--- src/rtl/id_ex_stage.sv ---
// ID/EX pipeline register with load-use hazard detection, flush squash,
// decode-side writeback bypass and EX-stage operand forwarding.
module id_ex_stage #(
  parameter int unsigned DATA_W = 32,
  parameter int unsigned REG_W  = 5,
  parameter int unsigned OP_W   = 4
) (
  input  logic              clk,
  input  logic              rst_n,
  input  logic              id_valid,
  input  logic [REG_W-1:0]  id_rs,
  input  logic [REG_W-1:0]  id_rt,
  input  logic              id_uses_rt,
  input  logic [REG_W-1:0]  id_rd,
  input  logic [DATA_W-1:0] id_rs_data,
  input  logic [DATA_W-1:0] id_rt_data,
  input  logic [DATA_W-1:0] id_imm,
  input  logic              id_alusrc,
  input  logic [OP_W-1:0]   id_aluop,
  input  logic              id_regwrite,
  input  logic              id_memread,
  input  logic              id_memwrite,
  input  logic              flush,
  input  logic              exm_regwrite,
  input  logic [REG_W-1:0]  exm_rd,
  input  logic [DATA_W-1:0] exm_result,
  input  logic              mwb_regwrite,
  input  logic [REG_W-1:0]  mwb_rd,
  input  logic [DATA_W-1:0] mwb_result,
  output logic              stall,
  output logic [DATA_W-1:0] alu_data1,
  output logic [DATA_W-1:0] alu_data2,
  output logic [OP_W-1:0]   alu_op,
  output logic              ex_valid,
  output logic              ex_regwrite,
  output logic              ex_memread,
  output logic              ex_memwrite,
  output logic [REG_W-1:0]  ex_rd,
  output logic [DATA_W-1:0] ex_store_data
);

  logic              valid_q, valid_d;
  logic [REG_W-1:0]  rs_q, rs_d, rt_q, rt_d, rd_q, rd_d;
  logic [DATA_W-1:0] rs_val_q, rs_val_d, rt_val_q, rt_val_d, imm_q, imm_d;
  logic              alusrc_q, alusrc_d;
  logic [OP_W-1:0]   aluop_q, aluop_d;
  logic              regwrite_q, regwrite_d, memread_q, memread_d, memwrite_q, memwrite_d;

  logic              hz;
  logic [DATA_W-1:0] fwd_rs, fwd_rt;

  always_comb begin
    hz = valid_q & memread_q & (rd_q != '0) & id_valid &
         ((rd_q == id_rs) | (id_uses_rt & (rd_q == id_rt)));
  end

  assign stall = hz & ~flush;

  // Default is a bubble; a real capture happens only with no flush, no hazard.
  always_comb begin
    valid_d    = 1'b0;
    rs_d       = '0;
    rt_d       = '0;
    rd_d       = '0;
    rs_val_d   = '0;
    rt_val_d   = '0;
    imm_d      = '0;
    alusrc_d   = 1'b0;
    aluop_d    = '0;
    regwrite_d = 1'b0;
    memread_d  = 1'b0;
    memwrite_d = 1'b0;
    if (!flush && !hz && id_valid) begin
      valid_d    = 1'b1;
      rs_d       = id_rs;
      rt_d       = id_rt;
      rd_d       = id_rd;
      rs_val_d   = (mwb_regwrite && mwb_rd != '0 && mwb_rd == id_rs) ? mwb_result : id_rs_data;
      rt_val_d   = (mwb_regwrite && mwb_rd != '0 && mwb_rd == id_rt) ? mwb_result : id_rt_data;
      imm_d      = id_imm;
      alusrc_d   = id_alusrc;
      aluop_d    = id_aluop;
      regwrite_d = id_regwrite;
      memread_d  = id_memread;
      memwrite_d = id_memwrite;
    end
  end

  always_ff @(posedge clk or negedge rst_n) begin
    if (!rst_n) begin
      valid_q    <= 1'b0;
      rs_q       <= '0;
      rt_q       <= '0;
      rd_q       <= '0;
      rs_val_q   <= '0;
      rt_val_q   <= '0;
      imm_q      <= '0;
      alusrc_q   <= 1'b0;
      aluop_q    <= '0;
      regwrite_q <= 1'b0;
      memread_q  <= 1'b0;
      memwrite_q <= 1'b0;
    end else begin
      valid_q    <= valid_d;
      rs_q       <= rs_d;
      rt_q       <= rt_d;
      rd_q       <= rd_d;
      rs_val_q   <= rs_val_d;
      rt_val_q   <= rt_val_d;
      imm_q      <= imm_d;
      alusrc_q   <= alusrc_d;
      aluop_q    <= aluop_d;
      regwrite_q <= regwrite_d;
      memread_q  <= memread_d;
      memwrite_q <= memwrite_d;
    end
  end

  // EX/MEM is the younger producer, so it takes priority over MEM/WB.
  always_comb begin
    if (exm_regwrite && exm_rd != '0 && exm_rd == rs_q)      fwd_rs = exm_result;
    else if (mwb_regwrite && mwb_rd != '0 && mwb_rd == rs_q) fwd_rs = mwb_result;
    else                                                     fwd_rs = rs_val_q;
    if (exm_regwrite && exm_rd != '0 && exm_rd == rt_q)      fwd_rt = exm_result;
    else if (mwb_regwrite && mwb_rd != '0 && mwb_rd == rt_q) fwd_rt = mwb_result;
    else                                                     fwd_rt = rt_val_q;
  end

  assign alu_data1     = fwd_rs;
  assign alu_data2     = alusrc_q ? imm_q : fwd_rt;
  assign ex_store_data = fwd_rt;
  assign alu_op        = aluop_q;
  assign ex_valid      = valid_q;
  assign ex_regwrite   = regwrite_q;
  assign ex_memread    = memread_q;
  assign ex_memwrite   = memwrite_q;
  assign ex_rd         = rd_q;

endmodule

--- config.mk ---
export PLATFORM = sky130hd
export DESIGN_NAME = id_ex_stage
export DESIGN_NICKNAME = d
export VERILOG_FILES = /design/src/rtl/id_ex_stage.sv
export SDC_FILE = /design/constraint.sdc
export NUM_CORES = 1
export LEC_CHECK = 0
export BUFFER_PORTS_ARGS = -buffer_cell sky130_fd_sc_hd__buf_4
export CAP_MARGIN = 20
export CORE_UTILIZATION = 48
export DETAILED_ROUTE_END_ITERATION = 12
export HOLD_SLACK_MARGIN = 0.06
export MAX_ROUTING_LAYER = met4
export PLACE_DENSITY_LB_ADDON = 0.15
export REMOVE_ABC_BUFFERS = 1
export SYNTH_ARGS = -nofsm -noshare
export SYNTH_HDL_FRONTEND = slang
export SYNTH_SLANG_ARGS = --single-unit
--- constraint.sdc ---
create_clock -name clk -period 2.5 [get_ports clk]
set_input_delay 0.25 -clock clk [delete_from_list [all_inputs] [get_ports clk]]
set_output_delay 0.25 -clock clk [all_outputs]
set_load 0.05 [all_outputs]
==> metrics.cfg, run 1 <==
[timing]
post-route-min-period_ns=3.48
hold_viol=0
slew_viol_final=0
post-route-period-util_pct=139
fin_skew_ns=0.00730
tightest_slew_ns=0.924
max_slew_margin_pct=37.9
timing.final.ws_setup_ns=-0.981
rsz0062_at_grt=yes
finalSetupViolCount=105
max_freq_ghz=0.287
holdWs_ns=0.0749

[clock_network]
clk_pin_slew_ns=0.06
clk_latency_ns=0.44
cts_tree=built
cts_root_buf=clkbuf_16
cts_sinks=120
clockBufferDepth=2
cts_made_buffers=17
cts_htree_levels=4

[hold_path]
min_path_type=in2reg
hold_depth=3

[floorplanning]
dieArea_sq_mm=0.0146
initial_utilization_pct=49.1
chipHeight_um=121
die_w_um=121
rows=43
ioPinCount=310
core-area_sq_mm=0.0138

[synthesis]
async_flop_share_pct=100
post_synth_inst_count=730
synth.distinct_cells=37
yosys.area.top_type=dfrtp_1
ys_ff_latch=120
ys_top_cells_by_area=dfrtp_1, mux2i_1, a31oi_1
synth-edff-count=0
netlist_area_sq_mm=0.00679
ys_seq_area_share_pct=44.2
yosysMostFrequentCell=dfrtp_1
synth_common_cells=dfrtp_1, nor2_1, nand2_1, a31oi_1, mux2i_1
synth_flop_cell=dfrtp_1
yosysWarningCount=0
avgSynthCellArea_sq_um=9.30
synth_top_area_share_pct=44.2

[grt]
grt_pass1_vias=8430
grtUsageTotal_pct=43.1
grt_overflow=0
antenna_found_initial=0
grt_first_pass_wirelength_mm=45.7
grt_max_degree=54

[detailed_routing]
drtIter0Drc=1272
drc_errors=0
num_vias=9444
ant_nets=0
totalWireLength_mm=43.2
drtPass1Iterations=8
vias_per_cell=7.06
wl_per_cell_um=32.3

[worst_setup_path]
worstReg2RegEnd=imm_q[2]
cp_num_cells=8
critPathBufInv=3
crit_path_max_incr_delay_ns=0.77
worstSetupEndpointType=output pin
crit_type=reg2out
startpoint_type=register
cp.required_ns=2.25
reg2reg_from=ex_rd[0]
critPathArrivalTime_ns=3.23
crit_top_cell=buf_4
crit_start=rt_q[0]
r2r_slack_ns=-0.08
crit_chain=buf_4 > xnor2_1 > o211ai_4 > buf_4 > nor3_1 > a31oi_1 > mux2_4 > buf_6
slowest_stage=nor3_1
setup.worst_path.end=alu_data2[13]
path_max_fanout=15
rr_worst_depth=6
critPathTopFamily=simple AND/OR/NAND/NOR gates

[run_status]
failed_checks=setup timing
status=complete, but fails checks

[power]
p_leak_nw=5.75
netSwitchingPower_mw=2.24
pwr-share-seq_pct=31.3
pwr-share-clk_pct=38.0
p_comb_share_pct=30.7
peakVddDrop_uv=542
power_density_mw_per_mm2=500
intPower_mw=4.43
switching_share_pct=33.6

[finish]
nNetsFinal=1345
fillers=261
area_growth_pct=96.5
drive_gt1_share_pct=57.6
utilization_pct=96.5
antenna-diode-count=0

[flow_run]
maxCapViolations=0

[place]
dp_hpwl_mm=16.9
gp_congestion=0.896
portBuffers=309

-- registers in the layout, summed over array words and instances (netlist names), 4 cells and up --
register and count:
rs_q 5, rt_q 5, ex_rd 5, imm_q 32
rt_val_q 32, rs_val_q 32, alu_op 4
-- worst min path at each step --
| stage | from | end | slack, ns |
|---|---|---|---|
| after global routing | id_rt_data[5] | rt_val_q[5] | 0.07 |
| after global placement | rst_n | rs_val_q[18] | 0.35 |
| after floorplan | rst_n | alu_op[0] | -0.05 |
| after detailed placement | rst_n | rs_val_q[18] | 0.35 |
| after CTS | id_rt_data[1] | rt_val_q[1] | 0.06 |
| final | id_rs_data[18] | rs_val_q[18] | 0.07 |
-- cell usage in the layout, fill, tap and decap left out, drive strengths merged, types with 4 or more instances in the layout --
| cell type | Yosys | final |
|---|---|---|
| a31oi | 64 | 64 |
| and2 | 55 | 55 |
| buf | 31 | 409 |
| clkbuf | 33 | 25 |
| clkinv | 0 | 4 |
| dfrtp | 120 | 120 |
| dlygate4sd3 | 0 | 47 |
| mux2 | 32 | 32 |
| mux2i | 64 | 64 |
| nand2 | 67 | 67 |
| nand3 | 38 | 38 |
| nor2 | 98 | 98 |
| nor3 | 33 | 33 |
| o21ai | 34 | 34 |
| xnor2 | 27 | 27 |
| xor2 | 13 | 13 |
-- power by group through the flow --
| stage | sequential, mW | combinational, mW | clock (mW) |
|---|---|---|---|
| detailed placement | 2.08 | 1.42 | 0 |
| global route | 2.09 | 2.08 | 2.60 |
| global placement | 2.08 | 1.40 | 0 |
| CTS | 2.06 | 1.70 | 2.44 |
| floorplan | 2.11 | 0.703 | 0 |
| finish | 2.09 | 2.05 | 2.54 |
-- cells by family (layout without fill, tap and decap cells) --
group	Yosys count	count (layout)	share of synthesized area, %
simple gates	303	305	21.1
flops	120	120	44.2
xor+xnor	40	40	5.16
compound gates	105	105	9.56
mux	96	96	14.7
buf+inv	66	491	5.27
-- area by class of cell --
| cell class | count | area, sq um | share of cell area [%] |
|---|---|---|---|
| clock inverters | 8 | 95.1 | 0.713 |
| clock buffers | 23 | 488 | 3.66 |
| inverters | 2 | 7.51 | 0.0563 |
| repair buffers | 458 | 4450 | 33.4 |
| multi-input cells | 546 | 5070 | 38.0 |
| well taps | 180 | 225 | 1.69 |
| flip-flops and latches | 120 | 3010 | 22.5 |
-- worst register-to-register path: stages (launching register included) --
cell and delay (ns):
dfrtp_1 0.44, nor3_1 0.43, a21oi_1 0.24, a211o_2 0.55, inv_1 0.17, buf_4 0.26
and2_1 0.37
-- routing by layer --
layer	global-route usage, %	up-vias	part of all wire, %
li1	-	3369	-
met1	45.8	4393	30
met2	71.7	1162	44
met3	10.3	520	14
met4	28.2	0	12
met5	-	-	0
-- stage by stage --
| stage | power, mW | area, sq um | TNS, ns | std cells | setup WS (ns) |
|---|---|---|---|---|---|
| finish | 6.68 | 13300 | -34.15 | 1337 | -0.981 |
| global route | 6.78 | 13300 | -36.77 | 1337 | -0.922 |
| CTS | 6.20 | 12100 | -16.83 | 1328 | -0.357 |
| detailed placement | 3.50 | 9500 | -0.100 | 1203 | -0.0317 |
| global placement | 3.49 | 9500 | 0 | 1203 | 0.0154 |
| floorplan | 2.81 | 6440 | -214.75 | 666 | -1.37 |
-- timing repair --
item / in CTS / in global routing
hold buffers: 47 / 0
buffers inserted: 37 / 15
pin swaps: 84 / 52
endpoints found under the setup margin: 96 / 96
gates resized for setup: 243 / 224
endpoints found under the hold margin: 96 / 0
gates cloned: 10 / 2
No activity file was read; power rests on OpenSTA's default activity.
==> run 2: changes to the inputs <==
==> constraint.sdc (replaced) <==
create_clock -name clk -period 2.5 [get_ports clk]
set_input_delay 0.125 -clock clk [delete_from_list [all_inputs] [get_ports clk]]
set_output_delay 0.125 -clock clk [all_outputs]
set_load 0.05 [all_outputs]
==> metrics.cfg, run 2 <==
[run_status]
status=stopped before the end
lastStage=5_1_grt
error=[ERROR GRT-0232] Routing congestion too high. Check the congestion heatmap in the GUI.

[clock_network]
cts_sinks=120
cts_made_buffers=17
cts_htree_levels=4
clockBufferDepth=2
cts_root_buf=clkbuf_16

[synthesis]
ys_seq_area_share_pct=44.2
yosys.area.top_type=dfrtp_1
synthXorXnorAreaFrac_pct=5.16
synth_top_area_share_pct=44.2
avgSynthCellArea_sq_um=9.30
synth_top_family_by_area=simple AND/OR/NAND/NOR gates
yosysMostFrequentCell=dfrtp_1
async_flop_share_pct=100
synth_mux_area_share_pct=14.7
synth_common_cells=dfrtp_1, nor2_1, nand2_1, a31oi_1, mux2i_1
ys_ff_latch=120
yosysWarningCount=0
synth_flop_cell=dfrtp_1
netlist_area_sq_mm=0.00679
ys_top_cells_by_area=dfrtp_1, mux2i_1, a31oi_1
synthAdderAreaFrac_pct=0
synth_compound_area_share_pct=9.56
synth-edff-count=0
yosys.area_share.simple_pct=21.1
synth.distinct_cells=37
post_synth_inst_count=730

[place]
dp_hpwl_mm=16.6
dp.cells=1188
post_dp_cell_area_sq_mm=0.00936
portBuffers=309
gp_congestion=0.881

[floorplanning]
die_w_um=121
rows=43
chipHeight_um=121
ioPinCount=310
initial_utilization_pct=49.1

[grt]
grt_overflow=791
grtUsageTotal_pct=97.8
grt_max_degree=60

[timing]
grt_repair_worst_endpoint=alu_data2[30]
worst_endpoint_kind=top-level output

==> run 2: cell counts after synthesis <==
Identical to the previous run, type by type.
==> run 2: cell families after synthesis <==
logic type	after synthesis
muxes	96
DFF	120
xor gates and xnor gates	40
buffers and inverters	66
and+or+nand+nor	303
AOI/OAI and AO/OA	105
==> run 2: repair_timing <==
action	in CTS
cloned	4
setup endpoints to repair	93
hold buffers	184
setup buffers	9
resized for setup	73
hold endpoints to repair	173
pin swaps	34
==> run 2: through the flow <==
step	hold WS, ns	worst slack, ns
2_1_floorplan	-0.171	-1.24
3_3_place_gp	0.266	0.171
3_5_place_dp	0.274	0.113
4_1_cts	0.219	-0.154
==> run 2: layer usage <==
metal	GRT usage [%]	overflow
met1	89.2	16
met2	118	547
met3	74.6	12
met4	113	216
met5	-	-
==> run 3: changes to the inputs <==
--- a/config.mk
+++ b/config.mk
@@ -7,10 +7,8 @@
 export LEC_CHECK = 0
 export BUFFER_PORTS_ARGS = -buffer_cell sky130_fd_sc_hd__buf_4
 export CAP_MARGIN = 20
-export CORE_UTILIZATION = 48
+export CORE_UTILIZATION = 40
 export DETAILED_ROUTE_END_ITERATION = 12
-export HOLD_SLACK_MARGIN = 0.06
-export MAX_ROUTING_LAYER = met4
 export PLACE_DENSITY_LB_ADDON = 0.15
 export REMOVE_ABC_BUFFERS = 1
 export SYNTH_ARGS = -nofsm -noshare
==> metrics.cfg, run 3 (synthesis gave the netlist of run 1 again) <==
[run_status]
failed_checks=setup timing
status=complete, but fails checks

[worst_setup_path]
critPathArrivalTime_ns=2.58
reg2reg_from=ex_rd[0]
crit_path_max_incr_delay_ns=0.69
crit_chain=xor2_4 > or4b_4 > o21ai_2 > a31oi_2 > mux2_2 > buf_6
setup.worst_path.end=alu_data2[16]
crit_type=reg2out
slowest_stage=or4b_4
worstReg2RegEnd=imm_q[29]
rr_worst_depth=6
r2r_slack_ns=0.57
path_max_fanout=8
startpoint_type=register
worstSetupEndpointType=output pin
cp.required_ns=2.38
crit_start=rt_q[2]

[finish]
mostFrequentLayoutCells=buf_4, dlygate4sd3_1, dfrtp_1
utilization_pct=79.0
antenna-diode-count=0
nNetsFinal=1425
area_growth_pct=92.8
finalNonFillerCells=1458
final_cell_area_sq_mm=0.0131
final_common_cell=buf_4
reg_top3=imm_q (32), rs_val_q (32), rt_val_q (32)
drive_gt1_share_pct=44.9

[timing]
holdWs_ns=0.0246
post-route-period-util_pct=108
hold_viol=0
max_slew_margin_pct=61.0
timing.final.ws_setup_ns=-0.207
rsz0062_at_grt=yes
tightest_slew_ns=0.585
slew_viol_final=0
fin_tns_setup_ns=-4.80
fin_skew_ns=0.00998
finalSetupViolCount=52
post-route-min-period_ns=2.71
max_freq_ghz=0.369

[hold_path]
min_path_type=in2reg

[detailed_routing]
drc_errors=0
drtPass1Iterations=5
num_vias=8060
wl_per_cell_um=21.5
totalWireLength_mm=31.4
vias_per_cell=5.53
ant_nets=0
drtIter0Drc=568

[place]
dp_hpwl_mm=16.8
portBuffers=309
place_ws_ns=0.0884
post_dp_cell_area_sq_mm=0.00936
dp.cells=1226
gp_congestion=0.849

[grt]
antenna_found_initial=0
grt_util_met3_pct=7.38
use_met1_pct=37.7
grt_pass1_vias=8124
grtUsageTotal_pct=32.6
met2_usage_pct=58.3
grt_first_pass_wirelength_mm=43.7
grt_overflow=0
grt_max_degree=71
top_usage_layer=met2

[power]
p_comb_share_pct=30.2
pwr-share-seq_pct=32.5
intPower_mw=4.35
pwr-share-clk_pct=37.3
power_density_mw_per_mm2=484
p_total_mw=6.34
netSwitchingPower_mw=1.99
p_leak_nw=5.87
peakVddDrop_uv=468
switching_share_pct=31.4

[floorplanning]
chipHeight_um=132
die_w_um=132
ioPinCount=310
initial_utilization_pct=41.0
dieArea_sq_mm=0.0175
rows=47
core-area_sq_mm=0.0166

[clock_network]
cts_tree=built
clk_latency_ns=0.42
clockBufferDepth=2
clk_pin_slew_ns=0.05
cts_made_buffers=17
cts_sinks=120
cts_htree_levels=4
cts_root_buf=clkbuf_16

[flow_run]
maxCapViolations=0

run 3: final cells by class:
type / instances / area [sq um]
Clock buffer: 24 / 492
Sequential cell: 120 / 3010
Tap cell: 220 / 275
Inverter: 2 / 7.51
Clock inverter: 8 / 70.1
Timing Repair Buffer: 536 / 4910
Fill cell: 1022 / 3490
Multi-Input combinational cell: 548 / 4340
run 3: what timing repair did:
action,in CTS,in global routing
cloned,4,5
hold endpoints to repair,148,0
hold buffers,172,0
pin swaps,43,98
buffers inserted,12,10
gates resized for setup,110,157
setup endpoints to repair,85,91
run 3: critical path, delay by kind of cell (launching register included):
family                 cells  cell delay [ns]
multiplexers               1             0.30
buffers and inverters      1             0.15
AO/OA/AOI/OAI              2             0.37
AND/OR/NAND/NOR            1             0.69
flip-flops                 1             0.44
XOR/XNOR                   1             0.20
run 3: layer usage:
layer,wire length [um],share of wire (%)
met5,0,0
met2,16100,51
met1,12000,38
met3,2270,7.2
met4,996,3.2
run 3: power groups by stage:
stage          registers, mW  clock network (mW)  logic, mW
6_report                2.06                2.37       1.91
5_1_grt                 2.07                2.47       1.99
4_1_cts                 2.05                2.37       1.75
3_5_place_dp            2.08                   0       1.41
3_3_place_gp            2.08                   0       1.40
2_1_floorplan           2.11                   0      0.703
run 3: worst min-delay path by stage:
stage	endpoint	start	slack, ns	cells past startpoint
after floorplan	alu_op[0]	rst_n	-0.17	0
after global placement	imm_q[11]	rst_n	0.10	1
after detailed placement	imm_q[11]	rst_n	0.1	1
after CTS	rs_val_q[10]	mwb_result[10]	0.0008	3
after global routing	rt_val_q[19]	mwb_result[19]	0.02	3
final	rt_val_q[19]	mwb_result[19]	0.02	3
==> run 4: changes to the inputs <==
--- a/config.mk
+++ b/config.mk
@@ -9,8 +9,9 @@
 export CAP_MARGIN = 20
 export CORE_UTILIZATION = 40
 export DETAILED_ROUTE_END_ITERATION = 12
-export PLACE_DENSITY_LB_ADDON = 0.15
+export PLACE_DENSITY = 0.7
 export REMOVE_ABC_BUFFERS = 1
 export SYNTH_ARGS = -nofsm -noshare
 export SYNTH_HDL_FRONTEND = slang
 export SYNTH_SLANG_ARGS = --single-unit
+export TNS_END_PERCENT = 5
==> metrics.cfg, run 4 (synthesis gave the netlist of run 1 again) <==
[grt]
antenna_found_initial=0
grt_first_pass_wirelength_mm=44.2
grtUsageTotal_pct=33.4
grt_max_degree=70
grt_overflow=0
grt_pass1_vias=8141

[detailed_routing]
drc_errors=0
vias_per_cell=5.43
num_vias=7779
drtPass1Iterations=5
drtIter0Drc=594
ant_nets=0
totalWireLength_mm=29.7
wl_per_cell_um=20.7

[floorplanning]
rows=47
ioPinCount=310
chipHeight_um=132
initial_utilization_pct=41.0
dieArea_sq_mm=0.0175
die_w_um=132
core-area_sq_mm=0.0166

[clock_network]
cts_tree=built
cts_made_buffers=17
clk_pin_slew_ns=0.05
cts_sinks=120
cts_htree_levels=4
clockBufferDepth=2
clk_latency_ns=0.43
cts_root_buf=clkbuf_16

[worst_setup_path]
worstSetupEndpointType=output pin
cp.required_ns=2.38
worstReg2RegEnd=imm_q[28]
reg2reg_from=ex_rd[0]
r2r_slack_ns=0.49
crit_type=reg2out
rr_worst_depth=7
startpoint_type=register
crit_start=rt_q[0]
critPathArrivalTime_ns=2.61
path_max_fanout=8

[timing]
tightest_slew_ns=0.656
timing.final.ws_setup_ns=-0.235
post-route-min-period_ns=2.74
max_freq_ghz=0.366
fin_skew_ns=0.0158
finalSetupViolCount=37
hold_viol=0
post-route-period-util_pct=109
rsz0062_at_grt=yes
max_slew_margin_pct=56.3
holdWs_ns=0.00685
slew_viol_final=0

[run_status]
status=complete, but fails checks
failed_checks=setup timing

[finish]
finalNonFillerCells=1432
nNetsFinal=1400
mostFrequentLayoutCells=buf_4, dlygate4sd3_1, dfrtp_1
area_growth_pct=80.4
antenna-diode-count=0
reg_top3=imm_q (32), rs_val_q (32), rt_val_q (32)
drive_gt1_share_pct=37.1
final_common_cell=buf_4

[power]
peakVddDrop_uv=477
p_leak_nw=5.48
power_density_mw_per_mm2=519

[hold_path]
min_path_type=in2reg
hold_path.startpoint=mwb_result[30]
hold_end=rs_val_q[30]
hold_depth=3

[place]
dp.cells=1220
portBuffers=309
gp_congestion=0.862
dp_hpwl_mm=16.5

[flow_run]
maxCapViolations=0

==> run 4: cell count changes in the layout (fill, tap and decap cells not counted), sizes merged <==
cell	previous run	this run
buf	361	336
clkbuf	27	23
clkinv	5	4
inv	2	1
dlygate4sd3	172	175
bufinv	1	3
==> run 4: worst max-delay path, cell delays in order (launching register included) <==
cell and delay [ns]:
dfrtp_2 0.45, xor2_4 0.21, or4b_4 0.66, o21ai_1 0.22, a31oi_2 0.14, mux2_1 0.32
buf_6 0.16
==> run 4: layout make-up <==
cell class              instances  area (sq um)
flip-flops and latches        120          3010
multi-input cells             548          3890
fillers                      1111          4330
inverters                       2          7.51
clock inverters                 8           120
repair buffers                511          4480
clock buffers                  23           478
well taps                     220           275
==> run 4: power by group <==
group	leakage [nW]	internal [mW]	switching, mW
Combinational	3.59	0.779	0.992
Clock	0.289	1.63	0.901
Sequential	1.61	2.02	0.0394
==> run 4: how the worst max path moves through the flow <==
stage / endpoint / slack, ns / cells past startpoint
after floorplan: alu_data2[11] / -1.24 / 5
after global placement: alu_data2[15] / 0.15 / 6
after detailed placement: alu_data2[17] / 0.12 / 6
after CTS: alu_data2[26] / -0.17 / 6
after global routing: alu_data2[12] / -0.29 / 6
final: alu_data2[12] / -0.24 / 6
==> run 4: per-stage QoR <==
step                      TNS [ns]  cell area, sq um  power (mW)  util (%)  worst slack [ns]
after floorplan            -190.75              6440        2.81         -             -1.24
after global placement           0              9390        3.47      56.6             0.148
after detailed placement         0              9390        3.48      56.6             0.123
after CTS                    -4.71             12100        6.33      73.0            -0.169
after global routing         -7.49             12300        6.54      73.9            -0.292
final                        -5.18             12300        6.36      73.9            -0.235
==> run 4: what timing repair did <==
item | in CTS | in global routing
endpoints found under the setup margin | 89 | 82
hold endpoints to repair | 239 | 0
buffers inserted | 2 | 0
cloned | 4 | 0
pin swaps | 19 | 23
gates resized for setup | 66 | 30
hold buffers | 175 | 0
==> run 4: metal layers <==
metal  part of all wire [%]  up-vias  GRT usage [%]
met5                      0        -              0
met4                    3.2        0           17.8
met3                    8.2       79           7.73
met2                     51      487           59.2
met1                     38     3728           37.2
li1                       -     3485              -
